**src/rtl/alu_cmd_ctrl_if.sv**
```systemverilog
// Command/ALU/response bundle between alu_cmd_ctrl and its environment.
// Latency: none, wires only.
// Backpressure: cmd_valid/cmd_ready and rsp_valid/rsp_ready handshakes; optional rsp_zero under ALU_CMD_CTRL_ZFLAG_EN.
interface alu_cmd_ctrl_if;
  // command channel
  logic       cmd_valid;
  logic       cmd_ready;
  logic       cmd_ld;
  logic [1:0] cmd_op;
  logic [3:0] cmd_data;
  // external ALU
  logic [3:0] alu_A;
  logic [3:0] alu_B;
  logic [1:0] alu_op;
  logic [3:0] alu_res;
  logic       alu_Cout;
  // response channel
  logic       rsp_valid;
  logic       rsp_ready;
  logic [3:0] rsp_res;
  logic       rsp_cout;
`ifdef ALU_CMD_CTRL_ZFLAG_EN
  logic       rsp_zero;
`endif
  // status
  logic [3:0] acc;
  logic       busy;

  // controller side
  modport slave (
    input  cmd_valid, cmd_ld, cmd_op, cmd_data, alu_res, alu_Cout, rsp_ready,
    output cmd_ready, alu_A, alu_B, alu_op, rsp_valid, rsp_res, rsp_cout,
`ifdef ALU_CMD_CTRL_ZFLAG_EN
    output rsp_zero,
`endif
    output acc, busy
  );

  // environment side (command source, ALU, response sink)
  modport master (
    output cmd_valid, cmd_ld, cmd_op, cmd_data, alu_res, alu_Cout, rsp_ready,
    input  cmd_ready, alu_A, alu_B, alu_op, rsp_valid, rsp_res, rsp_cout,
`ifdef ALU_CMD_CTRL_ZFLAG_EN
    input  rsp_zero,
`endif
    input  acc, busy
  );
endinterface

```
**src/rtl/alu_cmd_ctrl.sv**
```systemverilog
// Accumulator controller: loads acc or issues acc op data to an external ALU; optional zero flag via ALU_CMD_CTRL_ZFLAG_EN.
// Latency: load responds 1 edge after accept, ALU op LAT edges after accept; one command per LAT+2 cycles at best.
// Backpressure: cmd_ready only in IDLE; response held stable in RESP until rsp_valid & rsp_ready.
module alu_cmd_ctrl #(
  parameter int unsigned LAT = 1   // ALU settle cycles, 1..7
) (
  input  logic          clock,
  input  logic          reset,
  alu_cmd_ctrl_if.slave bus
);

  typedef enum logic [1:0] {
    IDLE = 2'd0,
    WAIT = 2'd1,
    RESP = 2'd2
  } state_t;

  localparam logic [2:0] LatCnt = 3'(LAT);

  state_t     stateQ;
  state_t     stateD;
  logic [2:0] cntQ;
  logic [3:0] accQ;
  logic [3:0] aluAQ;
  logic [3:0] aluBQ;
  logic [1:0] aluOpQ;
  logic [3:0] rspResQ;
  logic       rspCoutQ;

  logic accept;
  logic capture;
  logic rspDone;

  // cmd_valid outside IDLE is simply not looked at
  assign accept  = bus.cmd_valid && (stateQ == IDLE);
  // counter reaching 1 in WAIT marks the LAT-th edge after accept
  assign capture = (stateQ == WAIT) && (cntQ == 3'd1);
  assign rspDone = (stateQ == RESP) && bus.rsp_ready;

  // state register
  always_ff @(posedge clock or posedge reset) begin
    if (reset) stateQ <= IDLE;
    else       stateQ <= stateD;
  end

  // next-state: a handshake edge returns to IDLE only, so no back-to-back accept
  always_comb begin
    stateD = stateQ;
    case (stateQ)
      IDLE: if (accept) stateD = bus.cmd_ld ? RESP : WAIT;
      WAIT: if (capture) stateD = RESP;
      RESP: if (rspDone) stateD = IDLE;
      default: stateD = IDLE;
    endcase
  end

  // state-decoded outputs
  always_comb begin
    bus.cmd_ready = (stateQ == IDLE);
    bus.rsp_valid = (stateQ == RESP);
    bus.busy      = (stateQ != IDLE);
  end

  // settle counter: loaded on ALU issue, counts down through WAIT
  always_ff @(posedge clock or posedge reset) begin
    if (reset) begin
      cntQ <= 3'd0;
    end else if (accept && !bus.cmd_ld) begin
      cntQ <= LatCnt;
    end else if (stateQ == WAIT) begin
      cntQ <= cntQ - 3'd1;
    end
  end

  // ALU operand registers: only a non-load accept changes them
  always_ff @(posedge clock or posedge reset) begin
    if (reset) begin
      aluAQ  <= 4'd0;
      aluBQ  <= 4'd0;
      aluOpQ <= 2'b00;
    end else if (accept && !bus.cmd_ld) begin
      aluAQ  <= accQ;
      aluBQ  <= bus.cmd_data;
      aluOpQ <= bus.cmd_op;
    end
  end

  // accumulator and response: written on load accept or ALU capture, otherwise held
  always_ff @(posedge clock or posedge reset) begin
    if (reset) begin
      accQ     <= 4'd0;
      rspResQ  <= 4'd0;
      rspCoutQ <= 1'b0;
    end else if (accept && bus.cmd_ld) begin
      accQ     <= bus.cmd_data;
      rspResQ  <= bus.cmd_data;
      rspCoutQ <= 1'b0;
    end else if (capture) begin
      accQ     <= bus.alu_res;
      rspResQ  <= bus.alu_res;
      // logic ops have no meaningful carry, whatever the ALU drives
      rspCoutQ <= aluOpQ[1] ? 1'b0 : bus.alu_Cout;
    end
  end

`ifdef ALU_CMD_CTRL_ZFLAG_EN
  logic rspZeroQ;

  // zero flag tracks the same write events as rsp_res
  always_ff @(posedge clock or posedge reset) begin
    if (reset) begin
      rspZeroQ <= 1'b0;
    end else if (accept && bus.cmd_ld) begin
      rspZeroQ <= (bus.cmd_data == 4'd0);
    end else if (capture) begin
      rspZeroQ <= (bus.alu_res == 4'd0);
    end
  end

  assign bus.rsp_zero = rspZeroQ;
`endif

  assign bus.acc      = accQ;
  assign bus.alu_A    = aluAQ;
  assign bus.alu_B    = aluBQ;
  assign bus.alu_op   = aluOpQ;
  assign bus.rsp_res  = rspResQ;
  assign bus.rsp_cout = rspCoutQ;

endmodule

```
**src/flat_wrapper.sv**
```systemverilog
// flat-port wrapper written by rule: the top's interface ports become plain ports
module alu_cmd_ctrl_flat 
#(
  parameter int unsigned LAT = 1                             
)
  (clock, reset, bus_cmd_valid, bus_cmd_ld, bus_cmd_op, bus_cmd_data, bus_alu_res, bus_alu_Cout, bus_rsp_ready, bus_cmd_ready, bus_alu_A, bus_alu_B, bus_alu_op, bus_rsp_valid, bus_rsp_res, bus_rsp_cout, bus_acc, bus_busy);
  alu_cmd_ctrl_if bus_i ();
  input  logic clock;
  input  logic reset;
  input wire logic [$bits(bus_i.cmd_valid)-1:0] bus_cmd_valid;
  input wire logic [$bits(bus_i.cmd_ld)-1:0] bus_cmd_ld;
  input wire logic [$bits(bus_i.cmd_op)-1:0] bus_cmd_op;
  input wire logic [$bits(bus_i.cmd_data)-1:0] bus_cmd_data;
  input wire logic [$bits(bus_i.alu_res)-1:0] bus_alu_res;
  input wire logic [$bits(bus_i.alu_Cout)-1:0] bus_alu_Cout;
  input wire logic [$bits(bus_i.rsp_ready)-1:0] bus_rsp_ready;
  output wire logic [$bits(bus_i.cmd_ready)-1:0] bus_cmd_ready;
  output wire logic [$bits(bus_i.alu_A)-1:0] bus_alu_A;
  output wire logic [$bits(bus_i.alu_B)-1:0] bus_alu_B;
  output wire logic [$bits(bus_i.alu_op)-1:0] bus_alu_op;
  output wire logic [$bits(bus_i.rsp_valid)-1:0] bus_rsp_valid;
  output wire logic [$bits(bus_i.rsp_res)-1:0] bus_rsp_res;
  output wire logic [$bits(bus_i.rsp_cout)-1:0] bus_rsp_cout;
  output wire logic [$bits(bus_i.acc)-1:0] bus_acc;
  output wire logic [$bits(bus_i.busy)-1:0] bus_busy;
  assign bus_i.cmd_valid = bus_cmd_valid;
  assign bus_i.cmd_ld = bus_cmd_ld;
  assign bus_i.cmd_op = bus_cmd_op;
  assign bus_i.cmd_data = bus_cmd_data;
  assign bus_i.alu_res = bus_alu_res;
  assign bus_i.alu_Cout = bus_alu_Cout;
  assign bus_i.rsp_ready = bus_rsp_ready;
  assign bus_cmd_ready = bus_i.cmd_ready;
  assign bus_alu_A = bus_i.alu_A;
  assign bus_alu_B = bus_i.alu_B;
  assign bus_alu_op = bus_i.alu_op;
  assign bus_rsp_valid = bus_i.rsp_valid;
  assign bus_rsp_res = bus_i.rsp_res;
  assign bus_rsp_cout = bus_i.rsp_cout;
  assign bus_acc = bus_i.acc;
  assign bus_busy = bus_i.busy;
  alu_cmd_ctrl #(.LAT(LAT)) u_core (.clock(clock), .reset(reset), .bus(bus_i));
endmodule
```
**config.mk**
```make
export PLATFORM = sky130hd
export DESIGN_NAME = alu_cmd_ctrl_flat
export DESIGN_NICKNAME = d
export VERILOG_FILES = /design/src/rtl/alu_cmd_ctrl_if.sv /design/src/rtl/alu_cmd_ctrl.sv /design/src/flat_wrapper.sv
export SDC_FILE = /design/constraint.sdc
export NUM_CORES = 1
export LEC_CHECK = 0
export CAP_MARGIN = 20
export CORE_MARGIN = 2
export CORE_UTILIZATION = 45
export DETAILED_ROUTE_END_ITERATION = 7
export PLACE_DENSITY = 0.83
export SYNTH_ARGS = -nofsm -noshare
export SYNTH_HDL_FRONTEND = slang
export SYNTH_SLANG_ARGS = --single-unit
```
**constraint.sdc**
```tcl
create_clock -name clock -period 3.6 [get_ports clock]
set_clock_uncertainty 0.2 [all_clocks]
set_input_delay 0.72 -clock clock [delete_from_list [all_inputs] [get_ports clock]]
set_output_delay 0.72 -clock clock [all_outputs]
set_load 0.02 [all_outputs]
```
# --- Word level (Yosys, flattened, before mapping) ---
# Cells that the tools add are included.
word_totals:
  in_bits: 16
  word_cells: 37
  register_bits: 20
  out_inout_bits: 22
op_classes:
  n_eq_ne: 6
  muxes: 12
  n_reduce_logical: 11
  add_sub_neg: 1
op_table:
  columns: ["op", "count"]
  rows:
  - ["2-bit 2-to-1 mux", 4]
  - ["4-bit 2-to-1 mux", 2]
  - ["3-bit 2-to-1 mux", 2]
  - ["2-bit by 1-bit inequality test with 1-bit output, second input constant", 3]
  - ["2-bit case mux with 3 select lines", 1]
  - ["2-bit nonzero test", 3]
  - ["1-bit logical AND", 5]
  - ["3-bit by 1-bit == test with 1-bit output, second input constant", 1]
  - ["1-bit 2-to-1 mux", 3]
  - ["3-bit AND reduction", 1]
  - ["3-bit by 1-bit subtractor with 3-bit output, second input constant", 1]
  - ["2-bit by 1-bit == test with 1-bit output, second input constant", 1]
  - ["2-bit == test, second input constant", 1]
  - ["2-bit logical NOT", 1]
  - ["1-bit logical NOT", 1]

# --- Logic depth before layout (Yosys ltp) ---
# Gate-level depths: netlist of run 1.
logic_depth:
  ltp_word: 4
  mapped_depth: 5
  mapped_depth_nobuf: 5

# --- Worst setup path before layout of run 1 ---
# No wires, ideal clock.
synth_path:
  path_kind: "register -> output"
  from: "register u_core.stateQ[0]"
  to: "output bus_cmd_ready"
  setup_slack_ns: 1.807
  required_ns: 2.680
  stages_incl_launch_ff: 3
  path_buffers: 0
  arrival_time_ns: 0.873
  path_cell_list: "dfrtp_1 or2_4 inv_1"
synth_via:
  elab_chain_cells: 1
synth_rtl:
  columns: ["item", "line", "rtl"]
  rows:
  - ["start: declaration", "alu_cmd_ctrl.sv:20", "state_t stateQ;"]
  - ["start signal: assignment", "alu_cmd_ctrl.sv:43", "else stateQ <= stateD;"]
  - ["2-bit logical NOT", "alu_cmd_ctrl.sv:59", "bus.cmd_ready = (stateQ == IDLE);"]
  - ["end: declaration", "flat_wrapper.sv:17", "output wire logic [$bits(bus_i.cmd_ready)-1:0] bus_cmd_ready;"]
# No other way between the ends.

# --- Worst setup path after layout of run 1 ---
# Same ends and word-level chain as after synthesis.

==> metrics.txt, run 1 <==
max_slew headroom=51.5%; CTS root buf=clkbuf_4; drt pass-1 iters=3; die width=between 40 and 50 um; Clock Pin Slew Worst Setup and Hold Paths=between 0.1 and 0.15 ns; FF-to-FF Start=u_core.stateQ[0]$_DFFE_PP0P_; Max Cap Viol=0; htree depth=1; mapped cell area=940 sq um; reg2reg end=u_core.bus.alu_A[2]$_DFFE_PP0P_; syn_nets=95; Clock Path Buffers=2; port bufs=37; global route total overflow=0; Residual DRC=0; hold depth=1; status=finished, final reports clean; Crit. path cell count=3; post-layout min period=~2.6 ns; CP Cell Sequence=or2_4 > inv_1 > clkdlybuf4s50_1; WL per Instance=14.3 um; clk sinks=20; RSZ-0062 raised after global routing=false; setup_tns=0 ns; WP data arrival=1.72 ns; CTS Hold Buffers Added=0; HP Start=u_core.bus.alu_op[0]$_DFFE_PP0P_; Yosys warning total=0; FILL cells=158; pwr dens=approximately 950 mW/mm^2; Req. time, crit path=2.68 ns; Cell variety after synth=24; diode count=0; R2R Setup Slk=1.57 ns; hold slack=0.317 ns; CP endpoint kind=output pin; drt initial violations=12; hold path endpoint=u_core.bus.alu_op[0]$_DFFE_PP0P_; Fmax achieved=between 300 and 400 MHz; number of flops mapped to enable cells by yosys=0; Top FF cell, synth=dfrtp_1; Starting Density=47.9%; nets@finish=132; Final GP Congestion=0.720; Die Span Y=49.7 um; Num CTS Buffers=3; drt via density=between 5 and 6; worst slew pin tran=0.727 ns; Syn Inst Count=77; Vias=707; post_cts resized=0; R2R cell count=3; max-slew violation count=0; die footprint=0.00247 sq mm; vias in the first global route=756; postcts setup bufs=0; hpwl dp=1490 um; Setup Viol. Count Final=0; Non-Filler Instances=140; area of the multi-input gates=360 sq um; first-pass GRT wire length=3380 um; WL final=2000 um; crit path kind=register to output pin; Seq. cell area=500 sq um; worst-path cell with the longest stage delay=clkdlybuf4s50_1; Leak=about 0.00058 uW; Area growth syn-to-layout=44.2%; total global-route track usage=18.6%; period utilization=roughly 73%; CP Max Fanout=9; FF+latch count, synth=20; pin count of the biggest net entering global routing=21; sequential area share after synthesis=53.3%; Post-Place Cells=136; CTS tree=done; maximum vdd drop=0.553 mV; row count=16; crit path buf inv count=2; final core utilization=between 60% and 70%; proportion of layout cells with a drive suffix above 1=between 10% and 20%; crit start category=register; Async SR Flop Fraction=100%; final hold vios=0; Top delay family on crit path=buffers and inverters; IO Pins=38; CP peak stage delay=0.59 ns; syn avg cell area=between 10 and 15 sq um; Core ar.=about 0.0020 sq mm; Worst Hold Class=register to register; antenna violations before repair=0; ANT nets after route=0; Clock Latency Late Sink=0.31 ns
-- synth_stat cells (2+ instances only) --
master    count  area, sq um
a22oi_1       4         30.0
o21ai_0       6         30.0
inv_1        10         37.5
ha_1          2         25.0
dfrtp_1      20          500
buf_4         4         30.0
nor2_1        2         7.51
and4bb_2      2         25.0
nand3b_1      2         15.0
mux2_2       11          124
-- state kept, by name, indices dropped and copies added (netlist names) --
register / flops
u_core.bus.acc: 4
u_core.bus.rsp_cout: 1
u_core.bus.alu_B: 4
u_core.cntQ: 3
u_core.bus.alu_op: 2
u_core.bus.alu_A: 4
u_core.stateQ: 2
-- worst max-delay path by stage --
stage                                       to                          from
2_1_floorplan                    bus_cmd_ready  u_core.stateQ[0]$_DFFE_PP0P_
3_3_place_gp   u_core.bus.alu_A[0]$_DFFE_PP0P_                 bus_cmd_valid
3_5_place_dp   u_core.bus.alu_B[0]$_DFFE_PP0P_                 bus_cmd_valid
4_1_cts                          bus_cmd_ready  u_core.stateQ[0]$_DFFE_PP0P_
5_1_grt                          bus_cmd_ready  u_core.stateQ[0]$_DFFE_PP0P_
6_report                         bus_cmd_ready  u_core.stateQ[0]$_DFFE_PP0P_
-- per-stage QoR --
stage | worst slack (ns) | total power, uW | instance area [sq um]
final | 0.955 | 1280 | 1360
after global routing | 0.890 | 1360 | 1360
after CTS | 0.943 | 1300 | 1360
after detailed placement | 1.02 | 1110 | 1300
after global placement | 1.06 | 1080 | 1300
after floorplan | 1.81 | 816 | 940
-- cell type report --
cell class,count,share of cell area [%]
timing repair buffer,37,27.3
clock inverter,1,2.22
clock buffer,3,1.66
tap,27,2.49
multi-input combinational,42,26.6
inverter,10,2.77
sequential,20,36.9
-- routing by layer --
layer / global-route usage, % / up-vias / wire length [um]
met5: 0 / - / 0
met4: 11.6 / 0 / 51
met3: 3.94 / 5 / 101
met2: 33.1 / 21 / 1080
met1: 19.7 / 347 / 770
li1: - / 334 / -
-- kinds of logic (layout without fill, tap and decap cells) --
logic type | count (synthesis) | count (layout) | share of synthesized area, %
compound gates | 13 | 13 | 8.52
fa+ha+maj | 2 | 2 | 2.66
buf+inv | 15 | 51 | 8.39
flops | 20 | 20 | 53.3
mux | 11 | 11 | 13.2
xor+xnor | 2 | 2 | 1.86
simple gates | 14 | 14 | 12.1
-- layout by cell type, fill, tap and decap left out, drive strengths merged --
cell type,n
o21bai,1
nand2,1
clkdlybuf4s50,37
or3b,1
nand3b,2
nor2,2
a22oi,4
nor3b,1
xnor2,1
mux2,11
and2b,1
and4bb,2
bufinv,1
a21oi,1
nor2b,1
o21ai,6
nand2b,1
inv,10
or2,2
a211oi,1
ha,2
dfrtp,20
xor2,1
clkbuf,3
-- report_power, final --
part           leakage (uW)  internal, uW  switching, uW
clock             0.0000279           113           72.7
sequential         0.000245           333           85.7
combinational      0.000311           356            321
total              0.000584           802            479
Note: power is estimated with default switching activity, not from simulation.
==> run 2, diff against run 1 <==
--- a/config.mk
+++ b/config.mk
@@ -7,9 +7,9 @@
 export LEC_CHECK = 0
 export CAP_MARGIN = 20
 export CORE_MARGIN = 2
-export CORE_UTILIZATION = 45
+export CORE_UTILIZATION = 42
 export DETAILED_ROUTE_END_ITERATION = 7
-export PLACE_DENSITY = 0.83
+export PLACE_DENSITY = 0.78
 export SYNTH_ARGS = -nofsm -noshare
 export SYNTH_HDL_FRONTEND = slang
 export SYNTH_SLANG_ARGS = --single-unit
==> constraint.sdc (replaced) <==
create_clock -name clock -period 2.6 [get_ports clock]
set_clock_uncertainty 0.2 [all_clocks]
set_input_delay 0.52 -clock clock [delete_from_list [all_inputs] [get_ports clock]]
set_output_delay 0.52 -clock clock [all_outputs]
set_load 0.02 [all_outputs]
==> run 2 against run 1 <==
Combinational power is 39% higher. Total power grew 32%. Via count decreased by 2.4%. Critical path depth is the same. Final area down 0.55%. Register-to-register slack got worse by 0.81 ns. Clock power fell by 6%. First-iteration DRC count is 58% lower. Critical endpoint unchanged. Highest routed layer unchanged.
==> metrics.txt, run 2 (same netlist as run 1, synthesis figures left out) <==
reg2reg end=u_core.bus.alu_op[1]$_DFFE_PP0P_; vias in the first global route=between 600 and 700; worst slew pin tran=~0.75 ns; diode count=0; global route total overflow=0; crit path buf inv count=2; cell internal pwr=1050 uW; status=finished, final reports clean; postcts setup bufs=0; total global-route track usage=15.4%; Top delay family on crit path=buffers and inverters; Req. time, crit path=1.88 ns; CP endpoint kind=output pin; Post-Place Cells=138; final hold vios=0; IO Pins=38; Max Cap Viol=0; crit start category=register; port bufs=37; Clock Latency Late Sink=just under 0.3 ns; Residual DRC=0; crit path kind=register to output pin; critical path endpoint=bus_cmd_ready; Setup Viol. Count Final=0; CP Cell Sequence=or2_4 > inv_1 > clkdlybuf4s50_1; period utilization=between 90 and 100%; CTS tree=done; post_cts resized=0; htree depth=1; ANT nets after route=0; sequential share of power=between 30% and 40%; drt initial violations=5; die width=51.3 um; max-slew violation count=0; Worst Hold Class=register to register; Die Span Y=51.3 um; Seq. cell area=500 sq um; Starting Density=43.3%; CP peak stage delay=0.59 ns; hpwl dp=around 1400 um; pwr dens=1260 mW/mm^2; proportion of layout cells with a drive suffix above 1=19.3%; die footprint=0.00263 sq mm; Clock power frac=10.3%; WP data arrival=1.71 ns; R2R cell count=4; FILL cells=roughly 200; Comb power frac=~56%; worst-path cell with the longest stage delay=clkdlybuf4s50_1; row count=17; FF-to-FF Start=u_core.stateQ[0]$_DFFE_PP0P_; max_slew headroom=50.1%; switching share of power=38.3%; area of the multi-input gates=between 300 and 400 sq um; WL per Instance=12.9 um; Final GP Congestion=approximately 0.71; antenna violations before repair=0; Clock Path Buffers=2; Non-Filler Instances=142; nets@finish=133; CP Max Fanout=9; Area growth syn-to-layout=43.4%; RSZ-0062 raised after global routing=false; Critical path origin=u_core.stateQ[0]$_DFFE_PP0P_; CTS Hold Buffers Added=0; Leak=0.000582 uW; Clock Pin Slew Worst Setup and Hold Paths=0.11 ns; WL final=1830 um; P_sw=648 uW; CTS root buf=clkbuf_4; Crit. path cell count=3; Fmax achieved=between 400 and 500 MHz; Core ar.=about 0.0022 sq mm; pin count of the biggest net entering global routing=21; Vias=between 600 and 700; post-layout min period=2.43 ns; first-pass GRT wire length=3060 um; maximum vdd drop=~0.70 mV; commonest non-fill, non-tap cell in the layout=clkdlybuf4s50_1; drt via density=4.86; commonest non-fill, non-tap cells in the layout=clkdlybuf4s50_1, dfrtp_1, mux2_2, inv_1, o21ai_0; R2R Setup Slk=between 0.7 and 0.8 ns; clk sinks=20; setup_tns=0 ns; Num CTS Buffers=3; drt pass-1 iters=4
==> run 2: cell type report <==
cell class / instances / area share [%]
clock buffers: 4 / 2.69
inverters: 10 / 2.79
well taps: 28 / 2.60
repair buffers: 38 / 28.0
multi-input cells: 42 / 26.7
flip-flops and latches: 20 / 37.1
==> run 2: metal layers <==
metal / vias up / share of wire [%] / GRT usage, %
met5: - / 0 / 0
met4: 0 / 1.6 / 5.26
met3: 4 / 6.4 / 2.92
met2: 28 / 50 / 27.3
met1: 327 / 42 / 18.8
li1: 331 / - / -
==> run 2: worst min path at each step <==
| stage | startpoint | end | slack (ns) | cells past startpoint |
|---|---|---|---|---|
| 6_report | u_core.bus.alu_op[0]$_DFFE_PP0P_ | u_core.bus.alu_op[0]$_DFFE_PP0P_ | 0.32 | 1 |
| 5_1_grt | u_core.bus.alu_op[0]$_DFFE_PP0P_ | u_core.bus.alu_op[0]$_DFFE_PP0P_ | 0.35 | 1 |
| 4_1_cts | u_core.bus.alu_op[0]$_DFFE_PP0P_ | u_core.bus.alu_op[0]$_DFFE_PP0P_ | 0.32 | 1 |
| 3_5_place_dp | u_core.bus.alu_op[0]$_DFFE_PP0P_ | u_core.bus.alu_op[0]$_DFFE_PP0P_ | 0.30 | 1 |
| 3_3_place_gp | u_core.bus.alu_B[3]$_DFFE_PP0P_ | u_core.bus.alu_B[3]$_DFFE_PP0P_ | 0.29 | 1 |
| 2_1_floorplan | reset | u_core.bus.acc[0]$_DFFE_PP0P_ | 0.28 | 1 |
==> run 2: power groups by stage <==
| stage | clock [uW] | combinational (uW) | sequential [uW] |
|---|---|---|---|
| 3_3_place_gp | 0 | 928 | 580 |
| 2_1_floorplan | 0 | 423 | 707 |
| 5_1_grt | 193 | 1020 | 606 |
| 3_5_place_dp | 0 | 948 | 585 |
| 4_1_cts | 179 | 952 | 582 |
| 6_report | 174 | 941 | 580 |
==> run 2: through the flow <==
stage,worst slack [ns],cell area (sq um),utilization [%],total power (uW),hold slack [ns]
2_1_floorplan,0.822,940,-,1130,0.284
5_1_grt,0.105,1350,62.1,1810,0.346
3_3_place_gp,0.482,1310,60.4,1510,0.293
6_report,0.170,1350,62.1,1690,0.315
4_1_cts,0.176,1350,62.1,1710,0.322
3_5_place_dp,0.446,1310,60.4,1530,0.296
==> run 3, diff against run 2 <==
--- a/config.mk
+++ b/config.mk
@@ -5,6 +5,7 @@
 export SDC_FILE = /design/constraint.sdc
 export NUM_CORES = 1
 export LEC_CHECK = 0
+export ABC_AREA = 1
 export CAP_MARGIN = 20
 export CORE_MARGIN = 2
 export CORE_UTILIZATION = 42
==> run 3 against run 2 <==
Combinational power increased by 0.6%. Sequential cell count unchanged. Sequential share of layout area decreased by 0.44 points. Highest routed layer unchanged. Critical path type unchanged. Count of clock-buffer cells in the layout decreased by 1.
==> metrics.txt, run 3 <==
Core ar.=0.00217 sq mm; worst slew pin tran=0.771 ns; Top delay family on crit path=buffers and inverters; Area growth syn-to-layout=44.0%; Comb power frac=between 50% and 60%; max-slew violation count=0; CP endpoint kind=output pin; worst-path cell with the longest stage delay=clkdlybuf4s50_1; switching share of power=42.3%; ANT nets after route=0; P_sw=754 uW; vias in the first global route=872; Die Span Y=about 51 um; syn avg cell area=8.53 sq um; Residual DRC=0; CP Max Fanout=8; setup_tns=0 ns; syn_nets=around 130; drt via density=4.93; cell internal pwr=approximately 1000 uW; period utilization=roughly 93%; WL per Instance=13.6 um; Vias=roughly 860; status=finished, final reports clean; final core utilization=62.9%; Final GP Congestion=0.764; FF+latch count, synth=20; Clock power frac=14.8%; most common cell in the netlist=nand2_1; die footprint=0.00265 sq mm; Power Total=around 1800 uW; CP peak stage delay=0.65 ns; WP data arrival=1.70 ns; first-pass GRT wire length=3880 um; crit path buf inv count=1; htree depth=1; Clock Latency Late Sink=0.31 ns; hold slack=0.304 ns; crit path kind=register to output pin; proportion of layout cells with a drive suffix above 1=6.80%; maximum vdd drop=0.748 mV; Starting Density=43.7%; post-synth top area cell=dfrtp_1; CTS Hold Buffers Added=0; CTS tree=done; Req. time, crit path=1.88 ns; final hold vios=0; post-layout min period=approximately 2.4 ns; sequential share of power=32.1%; sequential area share after synthesis=52.8%; Yosys warning total=0; drt initial violations=12; Top FF cell, synth=dfrtp_1; Post-Place Cells=171; mapped cell area=947 sq um; CP Cell Sequence=nor2_4 > clkdlybuf4s50_1; commonest non-fill, non-tap cell in the layout=nand2_1; Syn Inst Count=111; Max Cap Viol=0; postcts setup bufs=0; port bufs=37; commonest non-fill, non-tap cells in the layout=nand2_1, clkdlybuf4s50_1, dfrtp_1, nand3_1, inv_1; Commonest cells post-synth=nand2_1, dfrtp_1, nand3_1; die width=51.5 um; dominant cells by area after synthesis=dfrtp_1, nand2_1, nand3_1; Fmax achieved=roughly 410 MHz; Non-Filler Instances=175; IO Pins=38; row count=17; Clock Pin Slew Worst Setup and Hold Paths=0.13 ns; total global-route track usage=20.1%; Leak=0.000684 uW; antenna violations before repair=0; Yosys top cell area share=52.8%; WL final=2380 um; clk sinks=20; diode count=0; Setup Viol. Count Final=0; Cell variety after synth=16; Worst Hold Class=register to register; post_cts resized=0; CTS root buf=clkbuf_4; RSZ-0062 raised after global routing=false; crit start category=register; pwr dens=1310 mW/mm^2; hpwl dp=1700 um; number of flops mapped to enable cells by yosys=0; max_slew headroom=48.5%; global route total overflow=0; nets@finish=166; Num CTS Buffers=3; Async SR Flop Fraction=100%; drt pass-1 iters=4; pin count of the biggest net entering global routing=21; Clock Path Buffers=2
run 3: changes by cell type in the layout (fill, tap and decap cells not counted), moves of 4 or more:
cell     change
nand2_1     +41
nand3_1     +18
mux2_2      -11
o21ai_0      -5
a22oi_1      -4
run 3: final timing paths:
kind                            cells after the start                             from                              end  slack, ns
min in group asynchronous                           2                            reset  u_core.bus.alu_A[1]$_DFFE_PP0P_       0.43
worst min-delay path                                2  u_core.bus.alu_B[3]$_DFFE_PP0P_  u_core.bus.alu_B[3]$_DFFE_PP0P_       0.30
worst max register to register                      7       u_core.cntQ[1]$_DFFE_PP0P_    u_core.bus.acc[3]$_DFFE_PP0P_       0.96
worst max-delay path                                2     u_core.stateQ[1]$_DFFE_PP0P_                    bus_cmd_ready       0.18
max in group asynchronous                           2                            reset       u_core.cntQ[2]$_DFFE_PP0P_       1.29
worst min register to register                      2  u_core.bus.alu_B[3]$_DFFE_PP0P_  u_core.bus.alu_B[3]$_DFFE_PP0P_       0.30
run 3: stage by stage:
stage / instance area [sq um] / worst slack [ns]
floorplan: 947 / 1.02
global placement: 1310 / 0.606
detailed placement: 1310 / 0.569
CTS: 1360 / 0.182
global route: 1360 / 0.124
finish: 1360 / 0.176
run 3: power groups by stage:
stage	registers (uW)	logic (uW)	clock network, uW
after floorplan	689	435	0
after global placement	565	918	0
after detailed placement	576	945	0
after CTS	574	955	265
after global routing	589	1040	274
final	572	947	264
run 3: area by class of cell:
class | count | area, sq um
repair buffers | 37 | 370
fillers | 206 | 806
multi-input cells | 73 | 355
flip-flops and latches | 20 | 500
well taps | 28 | 35.0
clock buffers | 3 | 22.5
inverters | 13 | 50.0
clock inverters | 1 | 30.0
run 3: kinds of logic after synthesis:
family	share of synthesized area, %
flip-flops	52.8
buffers and inverters	9.64
AO/OA/AOI/OAI	2.38
AND/OR/NAND/NOR	32.5
adder cells (fa/ha/maj)	2.64
run 3: worst min-delay path, stage by stage (launching register included):
cell     delay (ns)
dfrtp_1        0.37
nand2_1        0.05
nand2_1        0.06
run 3: metal layers:
| layer | track usage [%] | vias to the layer above | part of all wire [%] |
|---|---|---|---|
| met3 | 4.31 | 7 | 5.1 |
| met1 | 24.7 | 407 | 42 |
| met4 | 11.0 | 0 | 2.4 |
| met2 | 32.9 | 33 | 50 |
| li1 | - | 416 | - |
| met5 | 0 | - | 0 |
